[src/rtl/fp16_alu_pkg.sv]
`default_nettype none
// ============================================================================
// Module   : fp16_pkg
// Brief    : binary16 field widths, constants, op encoding and classifiers.
// Revision : 1.0
// ============================================================================
package fp16_pkg;

  localparam int EXP_W = 5;
  localparam int MAN_W = 10;
  localparam int BIAS  = 15;

  localparam logic [15:0] FP16_POS_ONE = 16'h3C00;
  localparam logic [15:0] FP16_NEG_ONE = 16'hBC00;
  localparam logic [15:0] FP16_QNAN    = 16'h7E00;
  localparam logic [15:0] FP16_POS_INF = 16'h7C00;

  localparam logic OP_MUL = 1'b0;
  localparam logic OP_ADD = 1'b1;

  typedef struct packed {
    logic             sign;
    logic [EXP_W-1:0] expo;
    logic [MAN_W-1:0] man;
  } fp16_t;

  // Subnormals count as zero: this unit flushes them on input.
  function automatic logic is_zero(input logic [15:0] x);
    return x[14:10] == 5'd0;
  endfunction

  function automatic logic is_inf(input logic [15:0] x);
    return (x[14:10] == 5'h1F) && (x[9:0] == 10'd0);
  endfunction

  function automatic logic is_nan(input logic [15:0] x);
    return (x[14:10] == 5'h1F) && (x[9:0] != 10'd0);
  endfunction

endpackage
`default_nettype wire

[src/rtl/fp16_alu_if.sv]
`default_nettype none
// ============================================================================
// Module   : fp16_alu_if
// Brief    : Operand/result bundle between a caller and fp16_alu.
// Revision : 1.0
// ============================================================================
interface fp16_alu_if;
  logic        en;
  logic        op;
  logic [15:0] a;
  logic [15:0] b;
  logic [15:0] result;
  logic        valid;

  modport master (output en, op, a, b, input result, valid);
  modport slave  (input en, op, a, b, output result, valid);
endinterface
`default_nettype wire

[src/rtl/fp16_alu_round_pack.sv]
`default_nettype none
// ============================================================================
// Module   : fp16_round_pack
// Brief    : Rounds a normalised significand, packs binary16, handles
//            overflow to Inf and flush-to-zero. FP16_ALU_ROUND_EN selects
//            round-to-nearest-even; otherwise truncation.
// Revision : 1.0
// ============================================================================
module fp16_round_pack
  import fp16_pkg::*;
(
  input  logic              sign,
  input  logic signed [7:0] exp_unb,
  input  logic [13:0]       sig,      // {1.fraction[10:0], guard, round, sticky}
  output logic [15:0]       fp_out
);

  logic [11:0]       w_man;
  logic signed [8:0] w_exp_b;

`ifdef FP16_ALU_ROUND_EN
  logic w_inc;
  assign w_inc = sig[2] & (sig[1] | sig[0] | sig[3]);
  assign w_man = {1'b0, sig[13:3]} + {11'd0, w_inc};
`else
  logic w_unused_grs;
  assign w_unused_grs = |sig[2:0];
  assign w_man        = {1'b0, sig[13:3]};
`endif

  // A carry out of rounding leaves 1.000..0 one binade higher.
  assign w_exp_b = $signed({exp_unb[7], exp_unb}) + $signed(9'(BIAS))
                 + $signed({8'd0, w_man[11]});

  always_comb begin
    fp_out = {sign, 15'd0};
    if (sig[13]) begin
      if (w_exp_b >= 9'sd31)
        fp_out = {sign, FP16_POS_INF[14:0]};
      else if (w_exp_b > 9'sd0)
        fp_out = {sign, w_exp_b[4:0], w_man[11] ? w_man[10:1] : w_man[9:0]};
    end
  end

endmodule
`default_nettype wire

[src/rtl/fp16_alu.sv]
`default_nettype none
// ============================================================================
// Module   : fp16_alu
// Brief    : Registered binary16 multiply/add, one result per enabled cycle.
//            FP16_ALU_ROUND_EN enables round-to-nearest-even.
// Revision : 1.0
// ============================================================================
module fp16_alu
  import fp16_pkg::*;
(
  input  logic      clk,
  input  logic      reset,
  fp16_alu_if.slave bus
);

  localparam logic signed [7:0] c_bias8 = 8'(BIAS);

  fp16_t w_a, w_b;
  assign w_a = bus.a;
  assign w_b = bus.b;

  // Multiply path
  logic [21:0]       w_prod;
  logic              w_mul_sign;
  logic signed [7:0] w_mul_exp;
  logic [13:0]       w_mul_sig;

  assign w_prod     = 22'({1'b1, w_a.man}) * 22'({1'b1, w_b.man});
  assign w_mul_sign = w_a.sign ^ w_b.sign;
  assign w_mul_exp  = $signed({3'b0, w_a.expo}) + $signed({3'b0, w_b.expo})
                    - c_bias8 - c_bias8 + $signed({7'b0, w_prod[21]});
  assign w_mul_sig  = w_prod[21] ? {w_prod[21:9], |w_prod[8:0]}
                                 : {w_prod[20:8], |w_prod[7:0]};

  // Add path: align the smaller magnitude, keep guard/round/sticky
  logic              w_a_big;
  fp16_t             w_big, w_small;
  logic [4:0]        w_ediff, w_shamt;
  logic [27:0]       w_shifted;
  logic [13:0]       w_small_al, w_big_ext;
  logic [14:0]       w_sum;
  logic [3:0]        w_lz;
  logic              w_add_sign;
  logic signed [7:0] w_add_exp;
  logic [13:0]       w_add_sig;

  assign w_a_big    = w_a[14:0] >= w_b[14:0];
  assign w_big      = w_a_big ? w_a : w_b;
  assign w_small    = w_a_big ? w_b : w_a;
  assign w_ediff    = w_big.expo - w_small.expo;
  assign w_shamt    = (w_ediff > 5'd14) ? 5'd15 : w_ediff;
  assign w_shifted  = {1'b1, w_small.man, 17'd0} >> w_shamt;
  assign w_small_al = {w_shifted[27:15], w_shifted[14] | (|w_shifted[13:0])};
  assign w_big_ext  = {1'b1, w_big.man, 3'b0};
  assign w_sum      = (w_a.sign ^ w_b.sign) ? ({1'b0, w_big_ext} - {1'b0, w_small_al})
                                            : ({1'b0, w_big_ext} + {1'b0, w_small_al});

  always_comb begin
    w_lz = 4'd14;
    for (int i = 0; i < 14; i++)
      if (w_sum[i]) w_lz = 4'(13 - i);
  end

  assign w_add_sig  = w_sum[14] ? {w_sum[14:2], w_sum[1] | w_sum[0]}
                                : (w_sum[13:0] << w_lz);
  assign w_add_exp  = w_sum[14] ? ($signed({3'b0, w_big.expo}) - c_bias8 + 8'sd1)
                                : ($signed({3'b0, w_big.expo}) - c_bias8 - $signed({4'b0, w_lz}));
  // Exact cancellation yields +0 regardless of operand signs.
  assign w_add_sign = (w_sum == 15'd0) ? 1'b0 : w_big.sign;

  logic [15:0] w_packed;

  fp16_round_pack u_round_pack (
    .sign    ((bus.op == OP_MUL) ? w_mul_sign : w_add_sign),
    .exp_unb ((bus.op == OP_MUL) ? w_mul_exp  : w_add_exp),
    .sig     ((bus.op == OP_MUL) ? w_mul_sig  : w_add_sig),
    .fp_out  (w_packed)
  );

  // NaN / Inf / zero operands bypass the arithmetic datapath.
  logic        w_special;
  logic [15:0] w_spec_val;

  always_comb begin
    w_special  = 1'b1;
    w_spec_val = FP16_QNAN;
    if (is_nan(bus.a) || is_nan(bus.b)) begin
      w_spec_val = FP16_QNAN;
    end else if (bus.op == OP_MUL) begin
      if ((is_inf(bus.a) && is_zero(bus.b)) || (is_zero(bus.a) && is_inf(bus.b)))
        w_spec_val = FP16_QNAN;
      else if (is_inf(bus.a) || is_inf(bus.b))
        w_spec_val = {w_mul_sign, FP16_POS_INF[14:0]};
      else if (is_zero(bus.a) || is_zero(bus.b))
        w_spec_val = {w_mul_sign, 15'd0};
      else
        w_special = 1'b0;
    end else begin
      if (is_inf(bus.a) && is_inf(bus.b))
        w_spec_val = (w_a.sign == w_b.sign) ? bus.a : FP16_QNAN;
      else if (is_inf(bus.a))
        w_spec_val = bus.a;
      else if (is_inf(bus.b))
        w_spec_val = bus.b;
      else if (is_zero(bus.a) && is_zero(bus.b))
        w_spec_val = {w_a.sign & w_b.sign, 15'd0};
      else if (is_zero(bus.a))
        w_spec_val = bus.b;
      else if (is_zero(bus.b))
        w_spec_val = bus.a;
      else
        w_special = 1'b0;
    end
  end

  logic [15:0] r_result;
  logic        r_valid;

  always_ff @(posedge clk) begin
    if (reset) begin
      r_result <= 16'h0000;
      r_valid  <= 1'b0;
    end else begin
      r_valid <= bus.en;
      if (bus.en)
        r_result <= w_special ? w_spec_val : w_packed;
    end
  end

  assign bus.result = r_result;
  assign bus.valid  = r_valid;

endmodule
`default_nettype wire

[src/flat_wrapper.sv]
// flat-port wrapper written by rule: the top's interface ports become plain ports
module fp16_alu_flat import fp16_pkg::*;
  (clk, reset, bus_en, bus_op, bus_a, bus_b, bus_result, bus_valid);
  fp16_alu_if bus_i ();
  input  logic clk;
  input  logic reset;
  input wire logic [$bits(bus_i.en)-1:0] bus_en;
  input wire logic [$bits(bus_i.op)-1:0] bus_op;
  input wire logic [$bits(bus_i.a)-1:0] bus_a;
  input wire logic [$bits(bus_i.b)-1:0] bus_b;
  output wire logic [$bits(bus_i.result)-1:0] bus_result;
  output wire logic [$bits(bus_i.valid)-1:0] bus_valid;
  assign bus_i.en = bus_en;
  assign bus_i.op = bus_op;
  assign bus_i.a = bus_a;
  assign bus_i.b = bus_b;
  assign bus_result = bus_i.result;
  assign bus_valid = bus_i.valid;
  fp16_alu u_core (.clk(clk), .reset(reset), .bus(bus_i));
endmodule
[config.mk]
export PLATFORM = sky130hd
export DESIGN_NAME = fp16_alu_flat
export DESIGN_NICKNAME = d
export VERILOG_FILES = /design/src/rtl/fp16_alu_pkg.sv /design/src/rtl/fp16_alu_if.sv /design/src/rtl/fp16_alu_round_pack.sv /design/src/rtl/fp16_alu.sv /design/src/flat_wrapper.sv
export SDC_FILE = /design/constraint.sdc
export NUM_CORES = 1
export LEC_CHECK = 0
export CORE_MARGIN = 1.5
export CORE_UTILIZATION = 30
export CTS_CLUSTER_DIAMETER = 100
export DETAILED_ROUTE_END_ITERATION = 12
export PLACE_DENSITY = 0.46
export SYNTH_ARGS = -nofsm -noshare
export SYNTH_HDL_FRONTEND = slang
export SYNTH_SLANG_ARGS = --single-unit
[constraint.sdc]
create_clock -name clk -period 24.9 [get_ports clk]
set_input_delay 4.98 -clock clk [delete_from_list [all_inputs] [get_ports clk]]
set_output_delay 4.98 -clock clk [all_outputs]
set_load 0.005 [all_outputs]
# Word level (Yosys, flattened, before mapping)
# Cells that the tools add are included.
# totals
reg_bits	17
latch_bits	0
ramBits	0
romBits	0
inputBits	36
output_inout_bits	17
word_cells	101
mem_count	0
# classes
n_addsub	11
multipliers	1
n_div	0
order_cmp	4
n_eq_ne	3
shifts	2
mux	52
bitwise	4
n_reduce_logical	22
# op_table
operator	count
16-bit 2-to-1 mux	14
15-bit 2-to-1 mux	5
14-bit 2-to-1 mux	3
4-bit 2-to-1 mux	8
28-bit by 5-bit >> shifter with 28-bit output	1
11-bit by 11-bit multiplier with 22-bit output	1
10-bit logical NOT	2
10-bit nonzero test	2
8-bit 2-to-1 mux	2
8-bit by 5-bit subtractor with 8-bit output, second input constant	2
14-bit by 14-bit adder with 15-bit output	1
15-bit greater-or-equal comparator	1
15-bit logical NOT	1
14-bit by 14-bit subtractor with 15-bit output	1
14-bit OR reduction	1
14-bit by 4-bit left shift with 14-bit output	1
1-bit 2-to-1 mux	13
3-bit 2-to-1 mux	4
5-bit equality test, second input constant	2
5-bit logical NOT	2
8-bit by 5-bit adder with 9-bit output, second input constant	1
9-bit by 6-bit greater-or-equal comparator with 1-bit output, second input constant	1
9-bit by 1-bit greater-than comparator with 1-bit output, second input constant	1
9-bit OR reduction	1
16 further kinds	28

# Depth between registers and ports, before layout
# depth
depth_word	33
ltp_mapped	62
depth_no_buf	56

# Hierarchy
# From an unflattened synthesis, not the netlist that was laid out.
# unflattened
cells_unflattened	1423
hier_area_um2	10857.9
# modules_own_cells
mod	n_inst	cells_per_inst	area_per_inst_um2	seq_area_each_um2
fp16_alu	1	1370	10406.2	340.3
fp16_round_pack	1	53	451.7	0.0

# Worst setup path before layout
# Ideal clock, no wire load.
# synth_path
path_kind	in2reg
start	input port bus_b[12]
end	register u_core.r_result[8], in the netlist u_core.bus.result[8]
t_arrival_ns	15.489
path_slack_ns	9.323
stages	53
path_buffers	7
path_cell_list	clkbuf_1 inv_1 ha_1 buf_6 and2_4 and3_4 a2111o_1 buf_2 nor2_1 buf_2 clkbuf_1 a22oi_1 ha_1 nor2_1 a31oi_1 a221oi_2 nand2b_1 o21ai_0 (+17 left out) xor2_1 nor2_1 ha_1 a21oi_1 o21bai_1 a21oi_1 o21bai_1 a21oi_1 xnor2_1 nand3_1 a31oi_1 mux2i_1 o31a_1 a31oi_1 nand2_1 nor4_4 nand2_2 o32ai_2
# synth_between
elab_chain_len	33
word_cells_on_any_way	78
classes_between	11 x add/sub; 4 x order compare; 1 x eq/ne; 2 x shift; 47 x mux; 1 x bitwise; 12 x reduce/logical
# synth_rtl
item	line	source
start: declaration	flat_wrapper.sv:10	input wire logic [$bits(bus_i.b)-1:0] bus_b;
15-bit greater-or-equal comparator	fp16_alu.sv:47	assign w_a_big = w_a[14:0] >= w_b[14:0];
16-bit 2-to-1 mux or 15-bit 2-to-1 mux (tied branches)	fp16_alu.sv:48, fp16_alu.sv:49	
5-bit subtractor	fp16_alu.sv:50	assign w_ediff = w_big.expo - w_small.expo;
5-bit by 4-bit greater-than comparator with 1-bit output	fp16_alu.sv:51	assign w_shamt = (w_ediff > 5'd14) ? 5'd15 : w_ediff;
5-bit 2-to-1 mux	fp16_alu.sv:51	
28-bit by 5-bit >> shifter with 28-bit output	fp16_alu.sv:52	assign w_shifted = {1'b1, w_small.man, 17'd0} >> w_shamt;
14-bit OR reduction	fp16_alu.sv:53	assign w_small_al = {w_shifted[27:15], w_shifted[14] | (|w_shifted[13:0])};
1-bit bitwise OR	fp16_alu.sv:53	
(+17 left out)	n/a	
8-bit 2-to-1 mux	fp16_alu.sv:66	assign w_add_exp = w_sum[14] ? ($signed({3'b0, w_big.expo}) - c_bias8 + 8'sd1)
8-bit 2-to-1 mux	fp16_alu.sv:75	.exp_unb ((bus.op == OP_MUL) ? w_mul_exp : w_add_exp),
8-bit by 5-bit adder with 9-bit output	fp16_alu_round_pack.sv:32	assign w_exp_b = $signed({exp_unb[7], exp_unb}) + $signed(9'(BIAS))
9-bit by 1-bit greater-than comparator with 1-bit output	fp16_alu_round_pack.sv:40	else if (w_exp_b > 9'sd0)
15-bit 2-to-1 mux	fp16_alu_round_pack.sv:40	
15-bit 2-to-1 mux	fp16_alu_round_pack.sv:38	if (w_exp_b >= 9'sd31)
15-bit 2-to-1 mux	fp16_alu_round_pack.sv:37	if (sig[13]) begin
16-bit 2-to-1 mux (*)	fp16_alu.sv:126	r_result <= w_special ? w_spec_val : w_packed;
end signal: assignment	fp16_alu.sv:126	
end: declaration	fp16_alu.sv:116	logic [15:0] r_result;
# Mark *: on every way between the ends. The rest lies on a longest branch, timed or not.
# A chain may end at the register's enable or synchronous reset.

# Worst setup path after layout
# layout_path
start	input port bus_b[14]
end	register u_core.r_result[8], in the netlist u_core.bus.result[8]
# Same word-level chain as after synthesis.

==> flow_summary.yaml <==
timing:
  slew-limit-headroom: 0.2101
  post-route-min-period_ps: 18440
  grt_setup_unrepaired: "false"
  clock-skew-final_ps: 0
  timing.setup.tns_ps: 0
  setup_viol_count_final: 0
  report.final.slew_viol_count: 0
  hold_viol_final: 0
  final_min_period_over_clock_period: 0.7406
  maxClockFrequency_ghz: 0.05422
  slew_at_the_pin_closest_to_its_max_slew_limit_ps: 1185
clock_tree:
  postCtsHoldBufs: 0
  cts-buffers-inserted: 3
  cts_setup_buffers: 0
  clk-insertion-delay-late_ps: 240
  clock_sinks: 17
  clock_tree.htree_level_count: 1
  clock-root-buffer: "sky130_fd_sc_hd__clkbuf_16"
  clock_tree_from_tritoncts: "built"
  postCtsResizedCells: 0
  clkSlewWorstSetupHoldPaths_ps: 50
  ctsLongestPathBuffers: 2
power_and_ir_drop:
  worst_ir_drop_vdd_mv: 0.1087
  power_density_nw_per_um2: 86.50
  power_switching_share: 0.5782
  sequentialPowerShare: 0.037
  comb_power_share: 0.930
  power.leakage_nw: 4.993
  switching_power_mw: 0.5619
  share_of_total_power_in_the_clock_network: 0.033
  cell_internal_pwr_mw: 0.4099
die:
  core_region_area_um2: 33530
  dieArea_um2: 35110
  initial_cell_density_of_the_core: 0.3041
  boundaryPins: 53
  chipHeight_um: 187.4
  rows: 67
  die-width_um: 187.4
synthesis:
  postSynthRegisterBits: 17
  synth_edf_count: 0
  seq_area_frac_synth: 0.03337
  synth_cell_types: 104
  netlist_area_um2: 10200
  synthesis.nets: 1624
  synth_flop_cell: "sky130_fd_sc_hd__dfxtp_1"
  asyncSetResetFlopFracSynth: 0
  synthesis.area_per_instance_um2: 7.369
  synth_warnings: 0
  postSynthCellCount: 1384
global_routing:
  globalRoute.busiestLayer: "met2"
  gr-total-overflow: 0
  met1_resource_use_gr: 0.2940
  grt_start_max_net_pins: 48
  first_global_vias: 10290
  grtUsageTotal: 0.2181
  antenna_found_initial: 1
  grt.met3_usage: 0.02289
  grt_first_pass_wirelength_mm: 60.64
  met2_usage: 0.3753
finish:
  num-fill-cells: 3606
  drive_gt1_frac: 0.05895
  fin_cells: 1840
  synthToLayoutAreaGrowth_pct: 10.16
  final_net_count: 1632
placement:
  globalplace.congestion: 0.9046
  place.detailed.instances: 1835
  hpwl_mm: 30.41
  placement.io_buffers: 52
route:
  vias_per_cell: 5.583
  ant_nets: 0
  wire_per_inst_um: 20.81
  drt_iter0_markers: 773
  first_pass_iters: 5
  detailroute.via_count: 10270
  drt_wirelength_mm: 38.29
  drc: 0
setup_path:
  critPathLaunchType: "primary input"
  required_ps: 25060
  timing.setup.critical_path_class: "in2reg"
  cpMaxStageDelayCell: "sky130_fd_sc_hd__a221oi_2"
  critPathMaxStageDelay_ps: 990
  crit_path_end_kind: "flop"
  cp_max_fo: 17
  cpMostUsedCell: "sky130_fd_sc_hd__ha_1"
  critical_path_arrival_ps: 18600
hold_path:
  hp-class: "reg2reg"
outcome:
  status: "finished, final reports clean"
run:
  maxCapViolations: 0
## cells by family (layout without fill, tap and decap cells)
family                   Yosys count  in the layout  share of synthesized area
other                              0              1                          0
adder cells (fa/ha/maj)          204            204                     0.3106
AO/OA/AOI/OAI                    404            404                     0.2775
flip-flops                        17             17                    0.03337
buffers and inverters            217            224                    0.08244
XOR/XNOR                          41             41                    0.03595
AND/OR/NAND/NOR                  476            476                     0.2335
multiplexers                      25             25                    0.02662
## cells in the final DEF (no fill, tap or decap), types with 11 or more instances in the layout
cell type and instances:
sky130_fd_sc_hd__and2_1 58, sky130_fd_sc_hd__xor2_1 16, sky130_fd_sc_hd__nand2b_1 16, sky130_fd_sc_hd__a31oi_1 14, sky130_fd_sc_hd__or3_1 11, sky130_fd_sc_hd__nor2_1 116
sky130_fd_sc_hd__nand3_1 38, sky130_fd_sc_hd__nor2b_1 14, sky130_fd_sc_hd__mux2i_1 20, sky130_fd_sc_hd__nor3_1 30, sky130_fd_sc_hd__fa_1 82, sky130_fd_sc_hd__ha_1 122
sky130_fd_sc_hd__o21ai_0 78, sky130_fd_sc_hd__a211oi_1 17, sky130_fd_sc_hd__nand2_1 126, sky130_fd_sc_hd__dfxtp_1 17, sky130_fd_sc_hd__a21oi_1 95, sky130_fd_sc_hd__o21ai_1 11
sky130_fd_sc_hd__inv_1 142, sky130_fd_sc_hd__or2_2 11, sky130_fd_sc_hd__buf_4 20, sky130_fd_sc_hd__xnor2_1 24, sky130_fd_sc_hd__clkdlybuf4s50_1 52, sky130_fd_sc_hd__a22oi_1 17
sky130_fd_sc_hd__a21o_1 23
## cells in the mapped netlist (14+ instances only)
cell type,n,share of area
sky130_fd_sc_hd__inv_1,142,0.052
sky130_fd_sc_hd__nand2_1,126,0.046
sky130_fd_sc_hd__ha_1,122,0.15
sky130_fd_sc_hd__nor2_1,116,0.043
sky130_fd_sc_hd__a21oi_1,95,0.047
sky130_fd_sc_hd__fa_1,82,0.16
sky130_fd_sc_hd__o21ai_0,78,0.038
sky130_fd_sc_hd__and2_1,58,0.036
sky130_fd_sc_hd__clkbuf_1,58,0.021
sky130_fd_sc_hd__nand3_1,38,0.019
sky130_fd_sc_hd__nor3_1,30,0.015
sky130_fd_sc_hd__xnor2_1,24,0.021
sky130_fd_sc_hd__a21o_1,23,0.017
sky130_fd_sc_hd__mux2i_1,20,0.020
sky130_fd_sc_hd__a211oi_1,17,0.013
sky130_fd_sc_hd__a22oi_1,17,0.013
sky130_fd_sc_hd__dfxtp_1,17,0.033
sky130_fd_sc_hd__nand2b_1,16,0.0098
sky130_fd_sc_hd__xor2_1,16,0.014
sky130_fd_sc_hd__a31oi_1,14,0.0086
sky130_fd_sc_hd__nor2b_1,14,0.0086
## state kept, by name, indices dropped and copies added, names as in the netlist
name	cells
u_core.bus.result	16
u_core.bus.valid	1
## power groups by stage
stage | Clock [mW] | Sequential (mW) | Combinational, mW
2_1_floorplan | 0 | 0.0358 | 0.650
3_3_place_gp | 0 | 0.0366 | 0.901
3_5_place_dp | 0 | 0.0364 | 0.895
4_1_cts | 0.0325 | 0.0359 | 0.902
5_1_grt | 0.0342 | 0.0363 | 1.01
6_report | 0.0324 | 0.0358 | 0.904
## cell type report
type | count | area (µm²) | share of cell area
diodes | 1 | 2.502 | 0.0002227
multi-input cells | 1150 | 9025 | 0.8033
flip-flops and latches | 17 | 340.3 | 0.03029
well taps | 448 | 560.5 | 0.04989
clock inverters | 1 | 5.005 | 0.0004455
repair buffers | 72 | 670.6 | 0.05969
inverters | 148 | 555.5 | 0.04945
clock buffers | 3 | 75.07 | 0.006682
## metal layers
layer	routed length, µm	vias up
met4	870	0
li1	-	4915
met2	18330	308
met5	0	-
met3	1976	42
met1	17120	5007
## final timing paths
check	slack, ps	from	cells past startpoint	endpoint
worst min register to register	450	u_core.bus.result[14]	2	u_core.bus.result[14]
worst max-delay path	6460	bus_b[14]	49	u_core.bus.result[8]
worst max register to register	24180	u_core.bus.result[10]	2	u_core.bus.result[10]
worst min-delay path	450	u_core.bus.result[14]	2	u_core.bus.result[14]
## critical path, delay by kind of cell
kind | cells | cell delay [ps]
AND/OR/NAND/NOR | 18 | 5190
AO/OA/AOI/OAI | 18 | 4420
adder cells (fa/ha/maj) | 5 | 1910
buffers and inverters | 5 | 1360
XOR/XNOR | 2 | 540
multiplexers | 1 | 130
## per-stage QoR
stage | total power [mW] | util | instance area (µm²) | hold WS [ps] | worst slack [ps]
after floorplan | 0.6862 | - | 10200 | 434.5 | 9323
after global placement | 0.9371 | 0.3326 | 11150 | 454.6 | 6519
after detailed placement | 0.9310 | 0.3326 | 11150 | 445.6 | 6398
after CTS | 0.9709 | 0.3350 | 11230 | 452.5 | 6602
after global routing | 1.085 | 0.3350 | 11230 | 485.5 | 5265
final | 0.9718 | 0.3350 | 11230 | 448.6 | 6458
(Power assumes the default switching activity.)
